--- src/rtl/reaction_core.sv ---
// ---------------------------------------------------------------------------
// reaction_core
//   Multi-player reaction-game engine. A start pulse arms a pseudo-random
//   delay. When the delay expires the engine raises go and counts
//   millisecond ticks until the first player button edge. A press during
//   the delay is a false start. No press before TIME_MAX ticks is a timeout.
//
// Optional feature macro: REACTION_BEST_TIME_EN
//   Defined   : best_ms tracks the lowest valid reaction time since reset.
//   Undefined : best_ms is tied to TIME_MAX.
//
// Ports
//   clk      in   system clock
//   rst      in   asynchronous reset, active low
//   start    in   one-cycle start / re-arm pulse (already debounced)
//   btn      in   debounced button levels, one per player
//   state    out  FSM state code (IDLE=0 ARM=1 GO=2 RESULT=3 FOUL=4)
//   go       out  high only while in GO
//   time_ms  out  reaction time, or the running count while in GO
//   winner   out  index of the responding or offending player
//   foul     out  false-start flag
//   timeout  out  no-press flag
//   best_ms  out  best valid reaction time
// ---------------------------------------------------------------------------
module reaction_core #(
  parameter int CLK_HZ       = 100_000_000,
  parameter int TICK_HZ      = 1000,
  parameter int NUM_PLAYERS  = 2,
  parameter int LFSR_W       = 16,
  parameter int DELAY_RAND_W = 11,
  parameter int MIN_DELAY    = 1000,
  parameter int TIME_MAX     = 9999
) (
  input  logic                   clk,
  input  logic                   rst,
  input  logic                   start,
  input  logic [NUM_PLAYERS-1:0] btn,
  output logic [2:0]             state,
  output logic                   go,
  output logic [13:0]            time_ms,
  output logic [2:0]             winner,
  output logic                   foul,
  output logic                   timeout,
  output logic [13:0]            best_ms
);

  typedef enum logic [2:0] {
    ST_IDLE   = 3'd0,
    ST_ARM    = 3'd1,
    ST_GO     = 3'd2,
    ST_RESULT = 3'd3,
    ST_FOUL   = 3'd4
  } state_t;

  localparam int TICK_DIV = CLK_HZ / TICK_HZ;
  localparam int CNT_W    = (TICK_DIV > 1) ? $clog2(TICK_DIV) : 1;
  localparam logic [CNT_W-1:0] CNT_LAST = CNT_W'(TICK_DIV - 1);
  // Wide enough for MIN_DELAY plus the largest random offset.
  localparam int DELAY_W  = $clog2(MIN_DELAY + 2**DELAY_RAND_W + 1);
  localparam logic [13:0] TIME_MAX_V = 14'(TIME_MAX);

  // Galois feedback masks. The top tap is always set, which keeps the
  // step invertible, so a non-zero state can never fall into all-zero.
  function automatic logic [LFSR_W-1:0] lfsr_taps();
    logic [31:0] t;
    case (LFSR_W)
      8:       t = 32'h0000_00B8;
      16:      t = 32'h0000_B400;
      24:      t = 32'h00E1_0000;
      32:      t = 32'hA300_0000;
      default: t = (32'd1 << (LFSR_W - 1)) | 32'd1;
    endcase
    return t[LFSR_W-1:0];
  endfunction

  localparam logic [LFSR_W-1:0] LFSR_TAPS = lfsr_taps();

  state_t                 state_reg, state_next;
  logic                   go_reg, go_next;
  logic [13:0]            time_reg, time_next;
  logic [2:0]             winner_reg, winner_next;
  logic                   foul_reg, foul_next;
  logic                   timeout_reg, timeout_next;
  logic [DELAY_W-1:0]     delay_reg, delay_next;
  logic [CNT_W-1:0]       cnt_reg;
  logic [LFSR_W-1:0]      lfsr_reg, lfsr_next;
  logic [NUM_PLAYERS-1:0] btn_q;
  logic [NUM_PLAYERS-1:0] btn_edge;
  logic [NUM_PLAYERS-1:0] btn_edge_reg;
  logic [2:0]             first_idx;
  logic                   any_edge;
  logic                   tick;

  // Rising-edge detect per player. The edge itself is registered so that
  // a button rising in cycle N is seen by the FSM in cycle N+1.
  genvar gi;
  generate
    for (gi = 0; gi < NUM_PLAYERS; gi++) begin : g_edge
      assign btn_edge[gi] = btn[gi] & ~btn_q[gi];
    end
  endgenerate

  assign any_edge  = |btn_edge_reg;
  assign tick      = (cnt_reg == CNT_LAST);
  assign lfsr_next = {1'b0, lfsr_reg[LFSR_W-1:1]} ^ (lfsr_reg[0] ? LFSR_TAPS : '0);

  // Lowest-index edging player wins ties.
  always_comb begin
    first_idx = '0;
    for (int i = NUM_PLAYERS - 1; i >= 0; i--) begin
      if (btn_edge_reg[i]) first_idx = 3'(i);
    end
  end

  always_ff @(posedge clk or negedge rst) begin
    if (!rst) begin
      state_reg    <= ST_IDLE;
      go_reg       <= 1'b0;
      time_reg     <= '0;
      winner_reg   <= '0;
      foul_reg     <= 1'b0;
      timeout_reg  <= 1'b0;
      delay_reg    <= '0;
      cnt_reg      <= '0;
      lfsr_reg     <= LFSR_W'(1);
      btn_q        <= '0;
      btn_edge_reg <= '0;
    end else begin
      state_reg    <= state_next;
      go_reg       <= go_next;
      time_reg     <= time_next;
      winner_reg   <= winner_next;
      foul_reg     <= foul_next;
      timeout_reg  <= timeout_next;
      delay_reg    <= delay_next;
      lfsr_reg     <= lfsr_next;
      btn_q        <= btn;
      btn_edge_reg <= btn_edge;
      // Restart the tick phase on every state entry so the first tick of
      // a state lands exactly TICK_DIV cycles after entering it.
      if (state_next != state_reg || tick) cnt_reg <= '0;
      else                                 cnt_reg <= cnt_reg + 1'b1;
    end
  end

  always_comb begin
    state_next   = state_reg;
    go_next      = go_reg;
    time_next    = time_reg;
    winner_next  = winner_reg;
    foul_next    = foul_reg;
    timeout_next = timeout_reg;
    delay_next   = delay_reg;

    case (state_reg)
      ST_IDLE, ST_RESULT, ST_FOUL: begin
        if (start) begin
          state_next   = ST_ARM;
          go_next      = 1'b0;
          time_next    = '0;
          winner_next  = '0;
          foul_next    = 1'b0;
          timeout_next = 1'b0;
          delay_next   = DELAY_W'(MIN_DELAY) + DELAY_W'(lfsr_reg[DELAY_RAND_W-1:0]);
        end
      end

      ST_ARM: begin
        if (any_edge) begin
          state_next  = ST_FOUL;
          foul_next   = 1'b1;
          winner_next = first_idx;
        end else if (tick) begin
          // The final tick moves straight to GO so go rises the next cycle.
          if (delay_reg <= DELAY_W'(1)) begin
            state_next = ST_GO;
            go_next    = 1'b1;
            time_next  = '0;
            delay_next = '0;
          end else begin
            delay_next = delay_reg - 1'b1;
          end
        end
      end

      ST_GO: begin
        // A press beats a coincident tick: the time is frozen unincremented.
        if (any_edge) begin
          state_next  = ST_RESULT;
          go_next     = 1'b0;
          winner_next = first_idx;
        end else if (tick) begin
          if (time_reg >= TIME_MAX_V - 14'd1) begin
            state_next   = ST_RESULT;
            go_next      = 1'b0;
            time_next    = TIME_MAX_V;
            timeout_next = 1'b1;
            winner_next  = '0;
          end else begin
            time_next = time_reg + 14'd1;
          end
        end
      end

      default: begin
        state_next = ST_IDLE;
        go_next    = 1'b0;
      end
    endcase
  end

`ifdef REACTION_BEST_TIME_EN
  logic [13:0] best_reg, best_next;

  // Only a real press in GO can improve the record; fouls and timeouts
  // leave it untouched.
  always_comb begin
    best_next = best_reg;
    if (state_reg == ST_GO && any_edge && time_reg < best_reg) best_next = time_reg;
  end

  always_ff @(posedge clk or negedge rst) begin
    if (!rst) best_reg <= TIME_MAX_V;
    else      best_reg <= best_next;
  end

  assign best_ms = best_reg;
`else
  assign best_ms = TIME_MAX_V;
`endif

  assign state   = state_reg;
  assign go      = go_reg;
  assign time_ms = time_reg;
  assign winner  = winner_reg;
  assign foul    = foul_reg;
  assign timeout = timeout_reg;

endmodule

--- config.mk ---
export PLATFORM = sky130hd
export DESIGN_NAME = reaction_core
export DESIGN_NICKNAME = d
export VERILOG_FILES = /design/src/rtl/reaction_core.sv
export SDC_FILE = /design/constraint.sdc
export NUM_CORES = 1
export LEC_CHECK = 0
export BUFFER_PORTS_ARGS = -buffer_cell sky130_fd_sc_hd__buf_2
export CAP_MARGIN = 20
export CORE_ASPECT_RATIO = 1.25
export CORE_MARGIN = 4
export CORE_UTILIZATION = 28
export CTS_CLUSTER_DIAMETER = 30
export DETAILED_ROUTE_END_ITERATION = 16
export HOLD_SLACK_MARGIN = 0.05
export PLACE_DENSITY = 0.48
export SYNTH_ARGS = -nofsm -noshare
export SYNTH_HDL_FRONTEND = slang
export SYNTH_SLANG_ARGS = --single-unit
--- constraint.sdc ---
create_clock -name clk -period 3.39 [get_ports clk]
set_input_delay 0.339 -clock clk [delete_from_list [all_inputs] [get_ports clk]]
set_output_delay 0.339 -clock clk [all_outputs]
set_load 0.03 [all_outputs]
==> results of run 1 <==
-- routing by layer --
metal / track usage / up-vias
li1: - / 1402
met1: 0.143 / 1395
met3: 0.0283 / 13
met5: 0 / -
met4: 0.0582 / 0
met2: 0.197 / 53
-- final timing paths --
path                                        start                        end  slack (ns)  depth (start not counted)
max                            state[0]$_DFF_PN0_  delay_reg[10]$_DFFE_PN0P_        0.76                          6
min                                        btn[1]         btn_q[1]$_DFF_PN0_        0.13                          1
max reg2reg                    state[0]$_DFF_PN0_  delay_reg[10]$_DFFE_PN0P_        0.76                          6
min reg2reg                lfsr_reg[12]$_DFF_PN0_     lfsr_reg[11]$_DFF_PN0_        0.35                          0
max in group asynchronous                     rst      lfsr_reg[4]$_DFF_PN0_        2.06                          4
min in group asynchronous                     rst     time_ms[4]$_DFFE_PN0P_        0.49                          2
-- synth_stat cells, types with 5 or more instances --
cell type	n	area share
o21ai_1	18	0.024
and3_1	7	0.012
xnor2_1	9	0.021
o21ai_0	9	0.012
ha_1	6	0.020
xor2_1	17	0.040
inv_1	6	0.0061
nand3_1	14	0.019
clkbuf_1	11	0.011
dfrtp_1	69	0.47
nand2_1	23	0.023
buf_4	17	0.034
nand4_1	5	0.0084
a211oi_1	5	0.010
o31ai_1	6	0.012
a31oi_1	5	0.0084
nand2b_1	5	0.0084
nor3_1	12	0.016
a22o_1	6	0.014
a21oi_1	23	0.031
nor2_1	48	0.049
-- final cells by class --
cell class                 count  area share
timing repair buffer          32      0.0451
multi-input combinational    293       0.415
inverter                       6     0.00527
clock buffer                  11      0.0591
tap                          168      0.0492
clock inverter                 4      0.0164
sequential                    70       0.410
-- worst max-delay path, cell delays in order (launching register included) --
cell and delay, ns:
dfrtp_1 0.59, nor2b_1 0.29, nor2b_1 0.43, nand2b_1 0.44, or2_1 0.37, o32ai_1 0.26
a22o_1 0.18
-- through the flow --
step	area, µm²	setup WS, ns	util	power [W]
2_1_floorplan	3760	1.19	-	0.00149
3_3_place_gp	3920	0.880	0.306	0.00160
3_5_place_dp	3920	0.823	0.306	0.00161
4_1_cts	4250	0.800	0.331	0.00264
5_1_grt	4280	0.482	0.333	0.00277
6_report	4280	0.758	0.333	0.00261
-- cell usage in the layout (no fill, tap or decap), drive strengths merged, types with 4 or more instances in the layout --
cell	synthesis	routed
dfrtp	69	69
nor2	48	48
buf	22	31
o21ai	28	28
nand2	23	23
a21oi	23	23
xor2	17	17
conb	2	16
nand3	14	14
nor3	13	13
clkbuf	11	11
xnor2	9	9
and3	7	7
inv	6	6
o31ai	6	6
a22o	6	6
ha	6	6
nand4	6	6
nand2b	5	5
a31oi	5	5
a211oi	5	5
or2	4	4
nor3b	4	4
nor2b	4	4
o22a	4	4
-- cell families (layout without fill, tap and decap cells) --
family / count (synthesis) / after routing
fa+ha+maj: 6 / 6
compound gates: 96 / 96
other cells: 2 / 16
xor+xnor: 26 / 26
simple gates: 149 / 149
flops: 70 / 70
buf+inv: 39 / 53
-- where the power goes --
| group | switching, W | total (W) | internal, W |
|---|---|---|---|
| Clock | 0.000339 | 0.00102 | 0.000677 |
| Sequential | 0.000111 | 0.00104 | 0.000925 |
| Combinational | 0.000366 | 0.000558 | 0.000192 |
| Total | 0.000816 | 0.00261 | 0.00179 |
-- timing repair --
action | CTS | global route
hold buffers | 0 | 1
buffers inserted | 0 | 0
hold endpoints to repair | 0 | 17
==> results.toml, run 1 <==
[place]
dp.cells = 567
dp_hpwl_um = 5760
place.gp.congestion = 0.787
port-buffer-count = 25

[setup_path]
critPathLaunchType = "register"
worstPathArrival_ns = 2.90
end_kind = "register"
crit_path_max_fanout = 18
required_ns = 3.66
crit_type = "reg2reg"

[timing]
hold_violations = 0
slew_violations = 0
period_share = 0.776
setup_viol = 0
finalClockSkew_ns = 0.00599
rsz0062_at_grt = "no"
period_needed_ns = 2.63
holdWs_ns = 0.127
setup_tns_ns = 0
tightest_slew_ns = 0.594
slew_headroom = 0.604
fmax_mhz = 380

[final_layout]
regArea_um2 = 1750
largest_reg_flops = 17
syn2layout_area_growth_pct = 15.3
nets = 423
fillers = 1311
multi_input_area_um2 = 1780
drive_above_1_share = 0.127
diodes = 0
instances_no_fill = 584

[status]
status = "complete, no violations"

[clock_network]
cts.clk_slew.worst_paths_ns = 0.06
htreeDepth = 3
cts_tree = "done"
worstSkewPairLatency_ns = 0.33
cts-root-buf = "clkbuf_16"
clock-sinks = 70
cts_buffers = 9
clock_path_buffers = 2
cts-resized-gates = 0

[logic_synthesis]
synthXorXnorAreaFrac = 0.0614
yosys.area_share.simple = 0.213
synthesis.instances = 388
synth_edf_count = 0
synth_top_family_by_area = "simple AND/OR/NAND/NOR gates"
yosysWarnings = 0
synthFlopType = "dfrtp_1"
synth_mux_area_frac = 0
synth-seq-cells = 70
netlist_area_um2 = 3710
syn_avg_cell_area_um2 = 9.56
yosysUniqueCellTypes = 58
seq_area_frac_synth = 0.473
async_flop_share = 1.00
synthAdderAreaFrac = 0.0202
synth_compound_gate_area_share = 0.167

[floorplan]
fp-row-count = 46
die_area_um2 = 15200
core_area_um2 = 12800
die_w_um = 111
initial_core_util = 0.289
die_height_um = 137
pin_count = 42

[detailed_routing]
dr_wl_met2_um = 4040
drtIter0Drc = 197
dr_wl_met3_um = 326
wl_met1_um = 3700
via_per_inst = 4.90
antenna_violating_nets_post_route = 0
drcViolationCount = 0
drt_first_pass_iters = 4
vias = 2863
wl_um = 8270
wire_per_inst_um = 14.2
top_layer_used = "met4"

[job]
max_cap_viol_count = 0

[power_and_ir_drop]
cellPowerDensity_nw_per_um2 = 610
p_leak_nw = 1.95
vdd.ir_drop.worst_mv = 0.248

[global_routing]
grt_max_degree = 43
grt_pass1_wl_um = 14400
antenna_found_initial = 0
grt_overflow = 0
track_usage = 0.118
grt_pass1_vias = 2889

[hold_path]
holdCritPathClass = "in2reg"
Power figures use the tool's default switching activity.
==> inputs of run 2 (changes only) <==
clock period = 2.7 ns   (was 3.39 ns; I/O delays follow)
==> run 2 against run 1 <==
Sequential share of layout area down 0.61 points. Final cell count up 1.2%. Non-clock buffer count up 6. Clock skew up 0.0017 ns. Sequential cell count unchanged. Power up 30%. Fmax up 6.0%.
==> results.toml, run 2 (synthesis gave the netlist of run 1 again) <==
[power_and_ir_drop]
cellPowerDensity_nw_per_um2 = 778
p_leak_nw = 1.98
p_total_w = 0.00338
vdd.ir_drop.worst_mv = 0.253

[setup_path]
required_ns = 2.92
reg2reg_slack_ns = 0.22
end_kind = "register"
worstPathArrival_ns = 2.70
critPathLaunchType = "register"
crit_type = "reg2reg"
crit_path_max_fanout = 17

[detailed_routing]
wl_um = 8340
antenna_violating_nets_post_route = 0
drt_first_pass_iters = 4
drtIter0Drc = 148
drcViolationCount = 0
via_per_inst = 4.83
wire_per_inst_um = 14.1
vias = 2855

[global_routing]
track_usage = 0.118
grt_max_degree = 41
grt_pass1_wl_um = 14600
grt_overflow = 0
grt_pass1_vias = 2913
antenna_found_initial = 0

[final_layout]
utilization = 0.338
drive_above_1_share = 0.137
fillers = 1310
syn2layout_area_growth_pct = 17.0
largest_reg_flops = 17
final_cell_mix = "dfrtp_1 (69), nor2_1 (48), buf_2 (25)"
layout_commonest_cell = "dfrtp_1"
diodes = 0
nets = 429

[timing]
fmax_mhz = 403
slew_headroom = 0.470
tightest_slew_ns = 0.795
rsz0062_at_grt = "no"
slew_violations = 0
period_needed_ns = 2.48
setup_tns_ns = 0
period_share = 0.919
finalClockSkew_ns = 0.00772
setup_viol = 0
hold_violations = 0

[place]
dp_hpwl_um = 5820
port-buffer-count = 25
place.gp.congestion = 0.774

[clock_network]
cts_buffers = 9
clock_path_buffers = 2
htreeDepth = 3
cts-root-buf = "clkbuf_16"
cts_setup_buffers = 0
clock-sinks = 70
worstSkewPairLatency_ns = 0.33
cts.clk_slew.worst_paths_ns = 0.06
cts_tree = "done"

[floorplan]
fp-row-count = 46
core_area_um2 = 12800
die_w_um = 111
pin_count = 42
die_height_um = 137
die_area_um2 = 15200
initial_core_util = 0.289

[hold_path]
holdCritPathClass = "reg2reg"

[status]
status = "complete, no violations"

[job]
max_cap_viol_count = 0
==> run 2: cell count changes in the layout (fill, tap and decap cells not counted) <==
cell and change:
clkbuf_8 -2, dlygate4sd3_1 +2, clkinvlp_4 +1, clkinv_2 +1, bufinv_16 +1, buf_4 +4
==> run 2: critical path, cell delays in order, from the launching register on <==
cell     delay (ns)
dfrtp_1        0.40
ha_1           0.24
and4_1         0.24
and4_1         0.32
a21oi_1        0.31
o21a_1         0.56
nor2_1         0.11
o22a_1         0.20
==> run 2: path summary, 6_finish.rpt <==
path                                              from                     end  depth (start not counted)
worst max-delay path              cnt_reg[0]$_DFF_PN0_  time_ms[2]$_DFFE_PN0P_                          7
worst min-delay path            lfsr_reg[15]$_DFF_PN0_  lfsr_reg[14]$_DFF_PN0_                          0
worst max register to register    cnt_reg[0]$_DFF_PN0_  time_ms[2]$_DFFE_PN0P_                          7
worst min register to register  lfsr_reg[15]$_DFF_PN0_  lfsr_reg[14]$_DFF_PN0_                          0
max in group asynchronous                          rst   lfsr_reg[0]$_DFF_PN1_                          3
min in group asynchronous                          rst  time_ms[3]$_DFFE_PN0P_                          2
==> run 2: final cells by class <==
type	count	area [µm²]	share of cell area
Clock buffer	9	225	0.0519
Clock inverter	7	113	0.0259
Multi-Input combinational cell	293	1780	0.409
Sequential cell	70	1750	0.404
Timing Repair Buffer	38	243	0.0559
Inverter	6	22.5	0.00519
Tap cell	168	210	0.0484
==> run 2: through the flow <==
step                area (µm²)  std cells  hold slack (ns)  setup slack (ns)
global route              4340        591            0.363            0.0110
global placement          3970        572            0.336             0.261
finish                    4340        591            0.352             0.218
CTS                       4340        591            0.351             0.181
detailed placement        3970        572            0.337             0.196
floorplan                 3760        402          -0.0256             0.502
==> run 2: metal layers <==
layer | vias to the layer above | global-route usage | share of wire
met5 | - | 0 | 0
met4 | 0 | 0.0507 | 0.015
met3 | 8 | 0.0323 | 0.040
met2 | 43 | 0.197 | 0.49
met1 | 1384 | 0.145 | 0.46
li1 | 1420 | - | -
==> run 2: where the power goes <==
group          switching [W]  total, W  internal, W  leakage, nW
clock               0.000449   0.00135     0.000897        0.165
combinational       0.000478  0.000741     0.000263        0.877
sequential          0.000132   0.00129      0.00116        0.941
total                0.00106   0.00338      0.00232         1.98
==> run 2: repair_timing <==
item                       in CTS  in global routing
setup endpoints to repair       0                  0
resized for setup               0                  0
hold endpoints to repair       32                  0
hold buffers                    3                  0
==> inputs of run 3 (changes only) <==
PLACE_DENSITY = unset   (was 0.48)
==> run 3 against run 2 <==
Die area stayed put. Sequential share of layout area grew 0.53 points. Non-clock buffer count unchanged. Setup slack better by 0.020 ns. Final area shrank 1.3%. Register-to-register slack gained 0.02 ns. Sequential cell count unchanged. Combinational power hardly changed. Final cell count unchanged. Sequential power is essentially flat. First-iteration DRC count decreased by 7.4%. Largest cell class unchanged.
==> results.toml, run 3 (synthesis gave the netlist of run 1 again) <==
[status]
status = "complete, no violations"

[place]
place_area_um2 = 3970
dp_slack_ns = 0.245
place.gp.congestion = 0.804
port-buffer-count = 25
dp_hpwl_um = 5650

[final_layout]
regArea_um2 = 1750
diodes = 0
multi_input_area_um2 = 1780
layout_commonest_cell = "dfrtp_1"
syn2layout_area_growth_pct = 15.5
final_cell_mix = "dfrtp_1 (69), nor2_1 (48), buf_2 (25)"
nets = 429
fillers = 1316
design_area_um2 = 4290
drive_above_1_share = 0.137
largest_reg_flops = 17

[clock_network]
cts_setup_buffers = 0
cts.clk_slew.worst_paths_ns = 0.06
hold_buffers = 3
cts_buffers = 9
cts-resized-gates = 0
worstSkewPairLatency_ns = 0.33
cts-root-buf = "clkbuf_16"
clock_path_buffers = 2
clock-sinks = 70
cts_tree = "done"
htreeDepth = 3

[global_routing]
grt_pass1_wl_um = 13900
grt_max_degree = 44
antenna_found_initial = 0
grt_overflow = 0
grt_pass1_vias = 2863
track_usage = 0.110

[setup_path]
r2r_end = "time_ms[3]$_DFFE_PN0P_"
cp-startpoint = "cnt_reg[0]$_DFF_PN0_"
r2r_cells = 7
crit_end = "time_ms[3]$_DFFE_PN0P_"
critPathLaunchType = "register"
crit_type = "reg2reg"
r2r_start = "cnt_reg[0]$_DFF_PN0_"
worstPathArrival_ns = 2.68
required_ns = 2.92
end_kind = "register"
reg2reg_slack_ns = 0.24
crit_path_max_fanout = 17

[power_and_ir_drop]
vdd.ir_drop.worst_mv = 0.264
swShare = 0.344
share_seq_of_total_power = 0.412
p_comb_frac = 0.236
pwr-share-clk = 0.352
power.internal_w = 0.00205
switchingPower_w = 0.00108
cellPowerDensity_nw_per_um2 = 731
p_leak_nw = 1.95

[detailed_routing]
drtIter0Drc = 137
via_per_inst = 4.88
drt_first_pass_iters = 4
wl_um = 7860
wire_per_inst_um = 13.3
vias = 2884
antenna_violating_nets_post_route = 0
drcViolationCount = 0

[timing]
fin_ws_ns = 0.237
rsz0062_at_grt = "no"
fmax_mhz = 406
setup_tns_ns = 0
period_needed_ns = 2.46
setup_viol = 0
finalClockSkew_ns = 0.00804
hold_violations = 0
slew_violations = 0
period_share = 0.912
tightest_slew_ns = 0.766
slew_headroom = 0.489
holdWs_ns = 0.330

[floorplan]
die_height_um = 137
pin_count = 42
die_w_um = 111
initial_core_util = 0.289
die_area_um2 = 15200
core_area_um2 = 12800
fp-row-count = 46

[hold_path]
holdCritPathClass = "in2reg"

[job]
max_cap_viol_count = 0
run 3: changes by cell type in the layout (fill, tap and decap cells not counted), sizes merged:
cell,change
bufinv,-3
inv,+2
clkinv,+1
run 3: cell type report:
class,instances,share of cell area
clock buffers,9,0.0526
clock inverters,7,0.0131
inverters,6,0.00526
multi-input cells,293,0.414
flip-flops and latches,70,0.409
well taps,168,0.0491
repair buffers,38,0.0566
run 3: how the worst min path moves through the flow:
| stage | startpoint | endpoint | slack [ns] | cells after the start |
|---|---|---|---|---|
| floorplan | rst | btn_edge_reg[0]$_DFF_PN0_ | -0.03 | 0 |
| global placement | lfsr_reg[15]$_DFF_PN0_ | lfsr_reg[14]$_DFF_PN0_ | 0.33 | 0 |
| detailed placement | rst | time_ms[0]$_DFFE_PN0P_ | 0.34 | 1 |
| CTS | start | state[1]$_DFF_PN0_ | 0.33 | 4 |
| global route | lfsr_reg[15]$_DFF_PN0_ | lfsr_reg[14]$_DFF_PN0_ | 0.38 | 0 |
| finish | start | state[1]$_DFF_PN0_ | 0.33 | 4 |
run 3: power groups by stage:
| stage | Sequential [W] | Clock, W | Combinational [W] |
|---|---|---|---|
| after detailed placement | 0.00131 | 0 | 0.000742 |
| final | 0.00129 | 0.00110 | 0.000740 |
| after global routing | 0.00131 | 0.00119 | 0.000842 |
| after CTS | 0.00129 | 0.00114 | 0.000747 |
| after floorplan | 0.00131 | 0 | 0.000568 |
| after global placement | 0.00130 | 0 | 0.000726 |
run 3: stage by stage:
stage	cells	power, W	util
4_1_cts	591	0.00318	0.334
3_5_place_dp	572	0.00205	0.310
2_1_floorplan	402	0.00187	-
5_1_grt	591	0.00334	0.334
6_report	591	0.00313	0.334
3_3_place_gp	572	0.00203	0.310
run 3: worst max-delay path: stages (launching register included):
cell and delay [ns]:
dfrtp_1 0.40, ha_1 0.24, and4_1 0.24, and4_1 0.31
a21oi_1 0.31, o21a_1 0.55, a21oi_1 0.08, o22a_1 0.22
run 3: per-layer routing:
metal  global-route usage  vias up  share of wire
met5                    0        -              0
met4               0.0301        0         0.0093
met3               0.0327        9          0.041
met2                0.190       49           0.50
met1                0.135     1399           0.45
li1                     -     1427              -
